$ cat src/rtl/keypad_code_lock.sv
// Keypad code lock: collects digit keys, compares them on ENTER, then opens
// for a timed window, returns for a retry, or raises a timed alarm lockout.
module keypad_code_lock #(
   parameter int          CODE_LEN       = 4,
   parameter logic [31:0] CODE           = 32'h0000_1234,
   parameter int          MAX_TRIES      = 3,
   parameter int          OPEN_CYCLES    = 50_000_000,
   parameter int          LOCKOUT_CYCLES = 100_000_000
) (
   input  logic                           clk,
   input  logic                           rst,
   input  logic                           key_valid,
   input  logic [3:0]                     key_code,
   output logic                           unlocked,
   output logic                           alarm,
   output logic [3:0]                     digit_cnt,
   output logic [$clog2(MAX_TRIES+1)-1:0] fail_cnt,
   output logic [1:0]                     state
);
   // state    | meaning
   // ST_ENTRY | collecting digits, CLEAR/ENTER accepted
   // ST_CHECK | single-cycle compare of the collected entry
   // ST_OPEN  | unlocked, timer counting down, ENTER re-locks
   // ST_LOCK  | alarm lockout, timer counting down, all keys ignored
   typedef enum logic [1:0] {
      ST_ENTRY = 2'b00,
      ST_CHECK = 2'b01,
      ST_OPEN  = 2'b10,
      ST_LOCK  = 2'b11
   } state_t;

   localparam int EW    = CODE_LEN * 4;
   localparam int FW    = $clog2(MAX_TRIES + 1);
   localparam int T_MAX = (OPEN_CYCLES > LOCKOUT_CYCLES) ? OPEN_CYCLES : LOCKOUT_CYCLES;
   localparam int TW    = $clog2(T_MAX + 1);

   localparam logic [EW-1:0] CODE_REF   = CODE[EW-1:0];
   localparam logic [3:0]    CODE_LEN_V = 4'(CODE_LEN);
   localparam logic [3:0]    KEY_CLEAR  = 4'hE;
   localparam logic [3:0]    KEY_ENTER  = 4'hF;

   state_t        st;
   logic [EW-1:0] entry;
   logic          overflow;
   logic [TW-1:0] timer;

   logic is_digit;
   logic key_clear;
   logic key_enter;
   logic match;
   logic last_try;

   assign state     = st;
   assign is_digit  = key_valid && (key_code <= 4'd9);
   assign key_clear = key_valid && (key_code == KEY_CLEAR);
   assign key_enter = key_valid && (key_code == KEY_ENTER);
   assign match     = (digit_cnt == CODE_LEN_V) && !overflow && (entry == CODE_REF);
   assign last_try  = (({1'b0, fail_cnt}) + (FW+1)'(1)) == (FW+1)'(MAX_TRIES);

   always_ff @(posedge clk) begin
      if (rst) begin
         st        <= ST_ENTRY;
         unlocked  <= 1'b0;
         alarm     <= 1'b0;
         digit_cnt <= '0;
         fail_cnt  <= '0;
         entry     <= '0;
         overflow  <= 1'b0;
         timer     <= '0;
      end else begin
         case (st)
            ST_ENTRY: begin
               if (is_digit) begin
                  // Extra digits beyond the code length poison the attempt.
                  if (digit_cnt < CODE_LEN_V) begin
                     entry     <= (entry << 4) | EW'(key_code);
                     digit_cnt <= digit_cnt + 4'd1;
                  end else begin
                     overflow <= 1'b1;
                  end
               end else if (key_clear) begin
                  digit_cnt <= '0;
                  entry     <= '0;
                  overflow  <= 1'b0;
               end else if (key_enter) begin
                  st <= ST_CHECK;
               end
            end

            ST_CHECK: begin
               digit_cnt <= '0;
               entry     <= '0;
               overflow  <= 1'b0;
               if (match) begin
                  st       <= ST_OPEN;
                  unlocked <= 1'b1;
                  fail_cnt <= '0;
                  timer    <= TW'(OPEN_CYCLES - 1);
               end else if (last_try) begin
                  st       <= ST_LOCK;
                  alarm    <= 1'b1;
                  fail_cnt <= FW'(MAX_TRIES);
                  timer    <= TW'(LOCKOUT_CYCLES - 1);
               end else begin
                  st       <= ST_ENTRY;
                  fail_cnt <= fail_cnt + FW'(1);
               end
            end

            ST_OPEN: begin
               if (key_enter || (timer == '0)) begin
                  st       <= ST_ENTRY;
                  unlocked <= 1'b0;
               end else begin
                  timer <= timer - TW'(1);
               end
            end

            ST_LOCK: begin
               if (timer == '0) begin
                  st       <= ST_ENTRY;
                  alarm    <= 1'b0;
                  fail_cnt <= '0;
               end else begin
                  timer <= timer - TW'(1);
               end
            end

            default: st <= ST_ENTRY;
         endcase
      end
   end

endmodule

$ cat config.mk
export PLATFORM = sky130hd
export DESIGN_NAME = keypad_code_lock
export DESIGN_NICKNAME = d
export VERILOG_FILES = /design/src/rtl/keypad_code_lock.sv
export SDC_FILE = /design/constraint.sdc
export NUM_CORES = 1
export LEC_CHECK = 0
export CORE_ASPECT_RATIO = 0.5
export CORE_UTILIZATION = 59
export DETAILED_ROUTE_END_ITERATION = 8
export PLACE_DENSITY = 0.89
export REMOVE_ABC_BUFFERS = 1
export SLEW_MARGIN = 30
export SYNTH_ARGS = -nofsm -noshare
export SYNTH_HDL_FRONTEND = slang
export SYNTH_SLANG_ARGS = --single-unit
$ cat constraint.sdc
create_clock -name clk -period 2.8 [get_ports clk]
set_input_delay 0.84 -clock clk [delete_from_list [all_inputs] [get_ports clk]]
set_output_delay 0.84 -clock clk [all_outputs]
set_load 0.005 [all_outputs]
==> results of run 1 <==
-- layout make-up --
class                   count  area [um2]  area share
clock buffers               6        72.6      0.0225
repair buffers             29         283      0.0876
flip-flops and latches     54        1080       0.335
inverters                  19        71.3      0.0221
well taps                  66        82.6      0.0256
multi-input cells         245        1600       0.496
clock inverters             2        37.5      0.0116
-- cells in the final DEF (no fill, tap or decap), types with 2 or more instances in the layout --
master,n
or3_1,6
mux2i_1,17
nor2_1,34
and3_1,3
nor4_1,14
o21ai_0,7
or4_1,5
inv_1,18
clkdlybuf4s50_1,16
and4_1,2
nor4b_1,3
buf_12,2
nor3_1,27
a22o_1,5
ha_1,4
clkbuf_8,5
nand4_1,7
nand3_1,10
a311oi_1,3
o211ai_1,3
or4_4,2
nor3b_1,3
buf_4,11
a31o_2,4
dfxtp_1,54
nand2_1,12
and2_1,3
a21oi_1,17
nand3b_1,3
a31oi_1,12
o211a_1,4
a211oi_1,2
o32ai_1,4
o22ai_1,3
a31o_1,2
-- worst register-to-register path: cells and delay by family (launching register included) --
kind            cells  cell delay [ns]
simple gates        3             1.10
compound gates      2             0.63
flops               1             0.35
buf+inv             1             0.07
fa+ha+maj           1             0.23
-- power groups by stage --
stage	combinational [mW]	sequential [mW]	clock, mW
2_1_floorplan	0.0740	0.806	0
3_3_place_gp	0.118	0.807	0
3_5_place_dp	0.123	0.808	0
4_1_cts	0.124	0.791	0.527
5_1_grt	0.136	0.793	0.556
6_report	0.125	0.791	0.525
-- cells by family (layout without fill, tap and decap cells) --
logic type               Yosys count  in the layout
XOR/XNOR                           2              2
multiplexers                      17             17
flip-flops                        54             54
AO/OA/AOI/OAI                     79             79
buffers and inverters             42             56
adder cells (fa/ha/maj)            4              4
AND/OR/NAND/NOR                  143            143
-- per-stage QoR --
stage               power, mW  setup slack, ns  TNS [ns]
global placement        0.926            0.140         0
CTS                      1.44            0.336         0
floorplan               0.880           -0.312     -7.05
global route             1.49            0.160         0
finish                   1.44            0.315         0
detailed placement      0.931           0.0112         0
-- per-layer routing --
layer / routed length [um] / up-vias
met2: 3340 / 141
met3: 494 / 16
met1: 3170 / 1315
li1: - / 1312
met5: 0 / -
met4: 104 / 0
-- final timing paths --
| kind | slack [ns] | to | from |
|---|---|---|---|
| min reg2reg | 0.48 | digit_cnt[3] | digit_cnt[3] |
| min | 0.48 | digit_cnt[3] | digit_cnt[3] |
| max reg2reg | 0.33 | timer[1] | timer[0] |
| max | 0.31 | timer[5] | key_code[2] |
-- flip-flops by register name, indices dropped and copies added, names as in the netlist --
signal     cells
unlocked       1
overflow       1
fail_cnt       2
timer         27
entry         16
digit_cnt      4
alarm          1
state          2
==> reports/results.tsv, run 1 <==
stage	metric	value	unit
power_and_ir_drop	vdd_drop_max	0.312	mV
power_and_ir_drop	p_comb_frac	0.087	
sta	fin_crit	2.49	ns
yosys	synth-simple-area-share	0.281	
yosys	synth_xor_area_frac	0.00612	
setup_path	r2r_cells	7	
setup_path	endpoint_kind	flip-flop	
route	drt_iter0_markers	360	
yosys	syn_area	2860	um2
yosys	avgSynthCellArea	8.39	um2
setup_path	worstSetupStartpointType	input port	
global_route	grt_usage	0.295	
yosys	yosysSeqAreaShare	0.378	
die	die_h	51.2	um
die	dieWidth	100	um
yosys	synthCells	341	
sta	slew_headroom	0.583	
clock_network	clock_sinks	54	
setup_path	path_class	in -> reg	
final_layout	final_cell_area	3230	um2
final_layout	fillCellCount	302	
clock_network	clockBufferDepth	2	
sta	max_freq	402	MHz
power_and_ir_drop	internal-power	1.11	mW
route	wl_per_cell	16.9	um
clock_network	cts.repair.resized	0	
yosys	synth.area.mux_share	0.0595	
setup_path	max_stage_delay	0.46	ns
flow_run	drv_cap	0	
global_route	antenna_found_initial	0	
clock_network	cts_setup_buffers	0	
yosys	post_synth_fa_ha_maj_area_fraction	0.0175	
hold_path	hold_depth	2	
route	routed_via_density	6.61	
sta	finalClockSkew	0.00532	ns
sta	setup_viol	0	
setup_path	crit_fanout	10	
final_layout	area_growth	12.9	%
sta	hold_violations	0	
power_and_ir_drop	pwr-share-seq	0.549	
power_and_ir_drop	power.switching	333	uW
sta	timing.hold.ws	0.480	ns
power_and_ir_drop	powerDensity	446	nW/um2
global_route	use_met2	0.502	
clock_network	h-tree-depth	2	
clock_network	ctsHoldBuffers	0	
yosys	synthTopCellsByArea	dfxtp_1 (38%), mux2i_1 (5.9%), nor3_1 (4.7%)	
setup_path	crit_arrival	2.68	ns
yosys	yosys.cell_types.count	59	
yosys	yosysWarnings	0	
die	io_pins	17	
yosys	synth_edf_count	0	
setup_path	cp_num_buf_inv	2	
global_route	grt_pass1_wl	11800	um
final_layout	insertedDiodeCount	0	
route	antenna_left	0	
die	rows	17	
global_route	gr-usage-met1	0.368	
outcome	status	finished clean	
die	core_area	4530	um2
placement	dp_hpwl	4850	um
sta	final_max_slew_viol_count	0	
yosys	synth_top_family_by_area	simple AND/OR/NAND/NOR gates	
placement	dp_cells	413	
route	drt_pre_antenna_iters	5	
clock_network	clk_pin_slew	0.09	ns
sta	rsz0062_at_grt	false	
yosys	yosysMostFrequentCell	dfxtp_1	
yosys	synth_top_area_frac	0.378	
global_route	use_met3	0.0670	
yosys	ys_seq_elements	54	
global_route	grt_pass1_vias	2592	
route	routed_wirelength	7110	um
clock_network	cts_made_buffers	5	
clock_network	cts_tree	done	
yosys	synth_compound_area_frac	0.195	
placement	dpl_cell_area	3120	um2
final_layout	nets	365	
setup_path	critPathTopFamily	buffers and inverters	
power_and_ir_drop	power_frac_clock	0.365	
route	remaining_drc_errors	0	
setup_path	cp_slowest_cell	clkdlybuf4s50_1	
placement	numPortBuffers	16	
yosys	synth_top_cell_by_area	dfxtp_1	
yosys	synthFlopType	dfxtp_1	
power_and_ir_drop	p_leak	1.25	nW
sta	fin_crit_sh	0.888	
setup_path	crit_cells	7	
yosys	ys_async_sr_fraction	0	
final_layout	fin_util	0.713	
global_route	top_usage_layer	met2	
power_and_ir_drop	switching_share	0.231	
clock_network	insertion_delay	0.31	ns
sta	worst_slew_pin_slew	0.621	ns
route	vias	2784	
hold_path	hp-class	reg -> reg	
global_route	grt_overflow	0	
final_layout	layout-drive-gt1-share	0.0986	
clock_network	root_buffer	clkbuf_8	
die	initial_core_util	0.632	
setup_path	required	2.99	ns
final_layout	final_cells	421	
placement	place_congestion	0.896	
yosys	synthTopCellsByCount	dfxtp_1 (54), nor2_1 (34), nor3_1 (27)	
die	die_area	5150	um2
setup_path	path_cells	clkdlybuf4s50_1, and4_1, a31oi_1, a21bo_2, buf_4, nor4_1, nor3b_1	
global_route	grt_max_degree	33	
No activity file was read; power rests on OpenSTA's default activity.
==> run 2: changes to the inputs <==
- clock period: 2.8 -> 2.5 ns (I/O delays scaled with it)
==> run 2 against run 1 <==
Net effect:
- sequential share of layout area down 0.95 points
- clock skew up 0.00069 ns
- sequential power grew 12%
- register-to-register slack worse by 0.21 ns
- core utilization up 2.1 points
- largest cell class unchanged
==> reports/results.tsv, run 2 (synthesis results as in run 1) <==
stage	metric	value	unit	change
die	io_pins	17		unchanged
hold_path	hp-class	reg -> reg		
global_route	antenna_found_initial	0		unchanged
power_and_ir_drop	powerDensity	491	nW/um2	+9.9%
final_layout	nets	377		+3.3%
power_and_ir_drop	p_comb_frac	0.089		+0.002
final_layout	insertedDiodeCount	0		unchanged
sta	fin_crit	2.38	ns	
final_layout	reg_top3	timer: 27 flops, entry: 16 flops, digit_cnt: 4 flops		
sta	slew_headroom	0.640		+0.0575
final_layout	mostFrequentLayoutCell	dfxtp_1		
clock_network	h-tree-depth	2		unchanged
power_and_ir_drop	pwr-share-seq	0.543		-0.006
sta	final_max_slew_viol_count	0		unchanged
final_layout	largest_register_ffs	27		unchanged
clock_network	clockBufferDepth	2		unchanged
route	vias	2958		+6.3%
clock_network	insertion_delay	0.32	ns	about the same
route	remaining_drc_errors	0		unchanged
power_and_ir_drop	power.switching	386	uW	+16%
clock_network	cts_made_buffers	5		unchanged
flow_run	drv_cap	0		unchanged
clock_network	clk_pin_slew	0.10	ns	about the same
global_route	grt_pass1_wl	12900	um	+9.0%
route	routed_wirelength	7680	um	+8.0%
sta	finalClockSkew	0.00601	ns	+0.000686 ns
setup_path	required	2.71	ns	-0.28 ns
die	initial_core_util	0.632		unchanged
die	die_h	51.2	um	unchanged
clock_network	cts_setup_buffers	0		unchanged
sta	hold_violations	0		unchanged
global_route	grt_pass1_vias	2844		+9.7%
setup_path	path_class	reg -> reg		
clock_network	root_buffer	clkbuf_8		
final_layout	area_growth	16.1	%	
route	antenna_left	0		unchanged
global_route	grt_max_degree	33		unchanged
power_and_ir_drop	vdd_drop_max	0.341	mV	+9.2%
setup_path	crit_arrival	2.59	ns	-0.09 ns
placement	numPortBuffers	16		unchanged
power_and_ir_drop	p_leak	1.31	nW	+5.1%
route	wl_per_cell	17.7	um	+5.1%
power_and_ir_drop	power_frac_clock	0.368		+0.003
final_layout	layout-drive-gt1-share	0.136		+0.0376
die	die_area	5150	um2	unchanged
clock_network	ctsHoldBuffers	0		unchanged
clock_network	clock_sinks	54		unchanged
final_layout	final_cell_mix	dfxtp_1 (54), nor2_1 (34), nor3_1 (25)		
sta	fin_crit_sh	0.952		
placement	place_ws	-0.152	ns	-0.164 ns
die	rows	17		unchanged
sta	setup_viol	0		unchanged
setup_path	crit_fanout	5		-5
sta	max_freq	420	MHz	
sta	timing.hold.ws	0.479	ns	-0.000715 ns
die	core_area	4530	um2	unchanged
final_layout	final_cell_area	3320	um2	+2.9%
placement	place_congestion	0.935		+4.3%
global_route	grt_usage	0.322		+0.0274
placement	dp_hpwl	5160	um	+6.4%
die	dieWidth	100	um	unchanged
sta	rsz0062_at_grt	true		
route	routed_via_density	6.83		+3.3%
sta	setup_ws	0.119	ns	-0.196 ns
clock_network	cts_tree	done		
power_and_ir_drop	internal-power	1.24	mW	+12%
sta	worst_slew_pin_slew	0.535	ns	-0.0864 ns
clock_network	cts.repair.resized	1		+1
setup_path	endpoint_kind	flip-flop		
global_route	grt_overflow	0		unchanged
final_layout	regMostFlops	timer		
power_and_ir_drop	switching_share	0.237		+0.00583
outcome	status	finished clean		
route	drt_iter0_markers	283		-21%
placement	dpl_cell_area	3200	um2	+2.5%
setup_path	worstSetupStartpointType	flip-flop		
route	drt_pre_antenna_iters	5		unchanged
[run 2: changes by cell type in the layout (fill, tap and decap cells not counted)]
| cell | change |
|---|---|
| nor4b_1 | -1 |
| buf_12 | -1 |
| buf_4 | +13 |
| nor3_2 | +2 |
| nor3_1 | -2 |
| nor4b_2 | +1 |
[run 2: layer usage]
layer,vias to the layer above,share of wire,track usage
met2,184,0.48,0.559
met4,0,0.027,0.150
li1,1344,-,-
met5,-,0,0
met1,1393,0.42,0.389
met3,37,0.079,0.0670
[run 2: final timing paths]
check	start	endpoint	slack, ns	cells past startpoint
worst min register to register	timer[16]	timer[16]	0.48	2
worst max register to register	timer[0]	timer[18]	0.12	7
worst max-delay path	timer[0]	timer[18]	0.12	7
worst min-delay path	timer[16]	timer[16]	0.48	2
[run 2: final cells by class]
cell class                 instances  area [um2]
tap                               66        82.6
sequential                        54        1080
fill                             299        1210
inverter                          19        71.3
clock buffer                       6        72.6
timing repair buffer              41         360
multi-input combinational        245        1620
clock inverter                     2        37.5
[run 2: power groups by stage]
stage	Combinational [mW]	Sequential (mW)	Clock (mW)
after detailed placement	0.141	0.905	0
after global placement	0.136	0.904	0
after global routing	0.158	0.887	0.631
after floorplan	0.0829	0.902	0
final	0.145	0.886	0.600
after CTS	0.142	0.885	0.597
[run 2: stage by stage]
| step | cells | total power [mW] | util | TNS (ns) |
|---|---|---|---|---|
| 2_1_floorplan | 318 | 0.985 | - | -17.71 |
| 4_1_cts | 433 | 1.62 | 0.731 | 0 |
| 6_report | 433 | 1.63 | 0.733 | 0 |
| 3_3_place_gp | 425 | 1.04 | 0.706 | -0.278 |
| 5_1_grt | 433 | 1.68 | 0.733 | -0.00134 |
| 3_5_place_dp | 425 | 1.05 | 0.706 | -2.19 |
[run 2: critical path, cell delays in order, from the launching register on]
cell and delay, ns:
dfxtp_1 0.36, inv_1 0.08, ha_1 0.23, or4b_2 0.62, or3_2 0.49, o31a_1 0.26
a31oi_1 0.14, o22ai_1 0.09
==> run 3: changes to the inputs <==
- CORE_ASPECT_RATIO: 0.5 -> 0.7
==> run 3 against run 2 <==
Net effect:
- design area is 0.98% higher
- highest routed layer unchanged
- sequential share of layout area is 0.32 points lower
- core utilization is 1.2 points higher
- flip-flop and latch count stayed put
==> reports/results.tsv, run 3 (synthesis results as in run 1) <==
stage	metric	value	unit	change
outcome	status	finished clean		
setup_path	endpoint_kind	flip-flop		
global_route	grt_pass1_vias	2600		-8.6%
die	die_area	5140	um2	-0.25%
clock_network	ctsHoldBuffers	0		unchanged
clock_network	cts_tree	done		
hold_path	hold_start	timer[16]		
final_layout	final_cell_area	3360	um2	+0.98%
route	antenna_left	0		unchanged
placement	dp_hpwl	5550	um	+7.5%
placement	place_congestion	0.985		+5.4%
sta	setup_viol	0		unchanged
clock_network	insertion_delay	0.32	ns	about the same
final_layout	largest_register_ffs	27		unchanged
final_layout	final_cells	427		-1.4%
clock_network	clockBufferDepth	2		unchanged
clock_network	cts_setup_buffers	0		unchanged
clock_network	cts_made_buffers	5		unchanged
hold_path	hold_depth	2		unchanged
die	io_pins	17		unchanged
setup_path	critPathTopFamily	simple AND/OR/NAND/NOR gates		
sta	fin_crit	2.44	ns	+0.0633 ns
placement	dpl_cell_area	3230	um2	+1.1%
flow_run	drv_cap	0		unchanged
power_and_ir_drop	total_power	1.59	mW	-2.8%
power_and_ir_drop	powerDensity	472	nW/um2	-3.7%
setup_path	rr_endpoint	timer[21]		
setup_path	cp_num_buf_inv	0		-1
route	remaining_drc_errors	0		unchanged
power_and_ir_drop	p_leak	1.34	nW	+2.1%
sta	fin_crit_sh	0.978		+0.0253
global_route	antenna_found_initial	0		unchanged
final_layout	fin_util	0.745		+0.0115
setup_path	worstSetupStartpointType	flip-flop		
setup_path	required	2.75	ns	+0.04 ns
sta	timing.hold.ws	0.497	ns	+0.0180 ns
global_route	grt_overflow	0		unchanged
final_layout	insertedDiodeCount	0		unchanged
die	core_area	4500	um2	-0.58%
setup_path	path_class	reg -> reg		
final_layout	regMostFlops	timer		
clock_network	root_buffer	clkbuf_8		
die	die_h	60.3	um	+18%
global_route	grt_pass1_wl	12800	um	-0.81%
setup_path	crit_arrival	2.70	ns	+0.11 ns
sta	worst_slew_pin_slew	0.435	ns	-0.100 ns
final_layout	mostFrequentLayoutCell	dfxtp_1		
setup_path	r2r_cells	5		-2
setup_path	path_cells	or4_4, or4_4, or3_1, a31o_1, nor3_1		
final_layout	layout-drive-gt1-share	0.153		+0.0170
route	routed_wirelength	7820	um	+1.7%
route	drt_iter0_markers	414		+46%
route	wl_per_cell	18.3	um	+3.2%
setup_path	crit_fanout	7		+2
clock_network	clk_pin_slew	0.11	ns	about the same
setup_path	crit-reg2reg-launch	timer[9]		
sta	rsz0062_at_grt	true		
sta	max_freq	409	MHz	-2.6%
final_layout	nets	382		+1.3%
final_layout	reg_top3	timer: 27 flops, entry: 16 flops, digit_cnt: 4 flops		
placement	numPortBuffers	16		unchanged
setup_path	cp_slowest_cell	or4_4		
route	drt_pre_antenna_iters	6		+1
sta	finalClockSkew	0.0136	ns	+0.00760 ns
clock_network	clock_sinks	54		unchanged
placement	dp_cells	419		-1.4%
route	routed_via_density	6.75		-1.2%
sta	final_max_slew_viol_count	0		unchanged
final_layout	final_cell_mix	dfxtp_1 (54), nor2_1 (34), buf_4 (28)		
clock_network	h-tree-depth	2		unchanged
die	initial_core_util	0.635		+0.00368
route	vias	2882		-2.6%
setup_path	max_stage_delay	0.63	ns	about the same
sta	hold_violations	0		unchanged
hold_path	whs_endpoint	timer[16]		
die	dieWidth	85.2	um	-15%
die	rows	20		+3
power_and_ir_drop	vdd_drop_max	0.400	mV	+17%
setup_path	crit_top_cell	or4_4		
sta	slew_headroom	0.708		+0.0680
hold_path	hp-class	reg -> reg		
global_route	grt_max_degree	33		unchanged
global_route	grt_usage	0.326		+0.00414
setup_path	regToRegSetupSlack	0.06	ns	-0.06 ns
final_layout	area_growth	17.3	%	
## run 3: repair_timing
action,CTS,global route
setup endpoints to repair,0,17
hold endpoints to repair,0,0
resized for setup,0,4
## run 3: report_power, final
group | internal, mW | switching (mW)
Combinational | 0.0832 | 0.0823
Clock | 0.208 | 0.326
Sequential | 0.873 | 0.0125
## run 3: worst min-delay path: cells and delay by family, from the launching register on
| family | cells | cell delay, ns |
|---|---|---|
| AOI/OAI and AO/OA | 1 | 0.07 |
| DFF | 1 | 0.34 |
| and+or+nand+nor | 1 | 0.05 |
## run 3: worst max-delay path by stage
stage | start | end | slack, ns | cells after the start
2_1_floorplan | state[1] | timer[19] | -0.61 | 5
3_3_place_gp | key_code[3] | timer[11] | -0.05 | 6
3_5_place_dp | key_code[3] | timer[1] | -0.05 | 6
4_1_cts | timer[9] | timer[21] | 0.09 | 5
5_1_grt | timer[0] | timer[16] | -0.01 | 8
6_report | timer[9] | timer[21] | 0.06 | 5
## run 3: metal layers
metal | GRT usage | wire length [um]
met4 | 0.0775 | 115
met3 | 0.0898 | 752
met5 | 0 | 0
met2 | 0.483 | 3320
met1 | 0.469 | 3630
## run 3: area by class of cell
class	instances	area, um2
Multi-Input combinational cell	245	1630
Fill cell	326	1150
Clock buffer	5	68.8
Sequential cell	54	1080
Tap cell	55	68.8
Inverter	19	71.3
Timing Repair Buffer	46	410
Clock inverter	3	28.8
## run 3: stage by stage
| step | TNS, ns | worst slack [ns] |
|---|---|---|
| after detailed placement | -0.358 | -0.0484 |
| final | 0 | 0.0557 |
| after global placement | -0.112 | -0.0469 |
| after floorplan | -17.71 | -0.612 |
| after global routing | -0.0168 | -0.00962 |
| after CTS | 0 | 0.0920 |
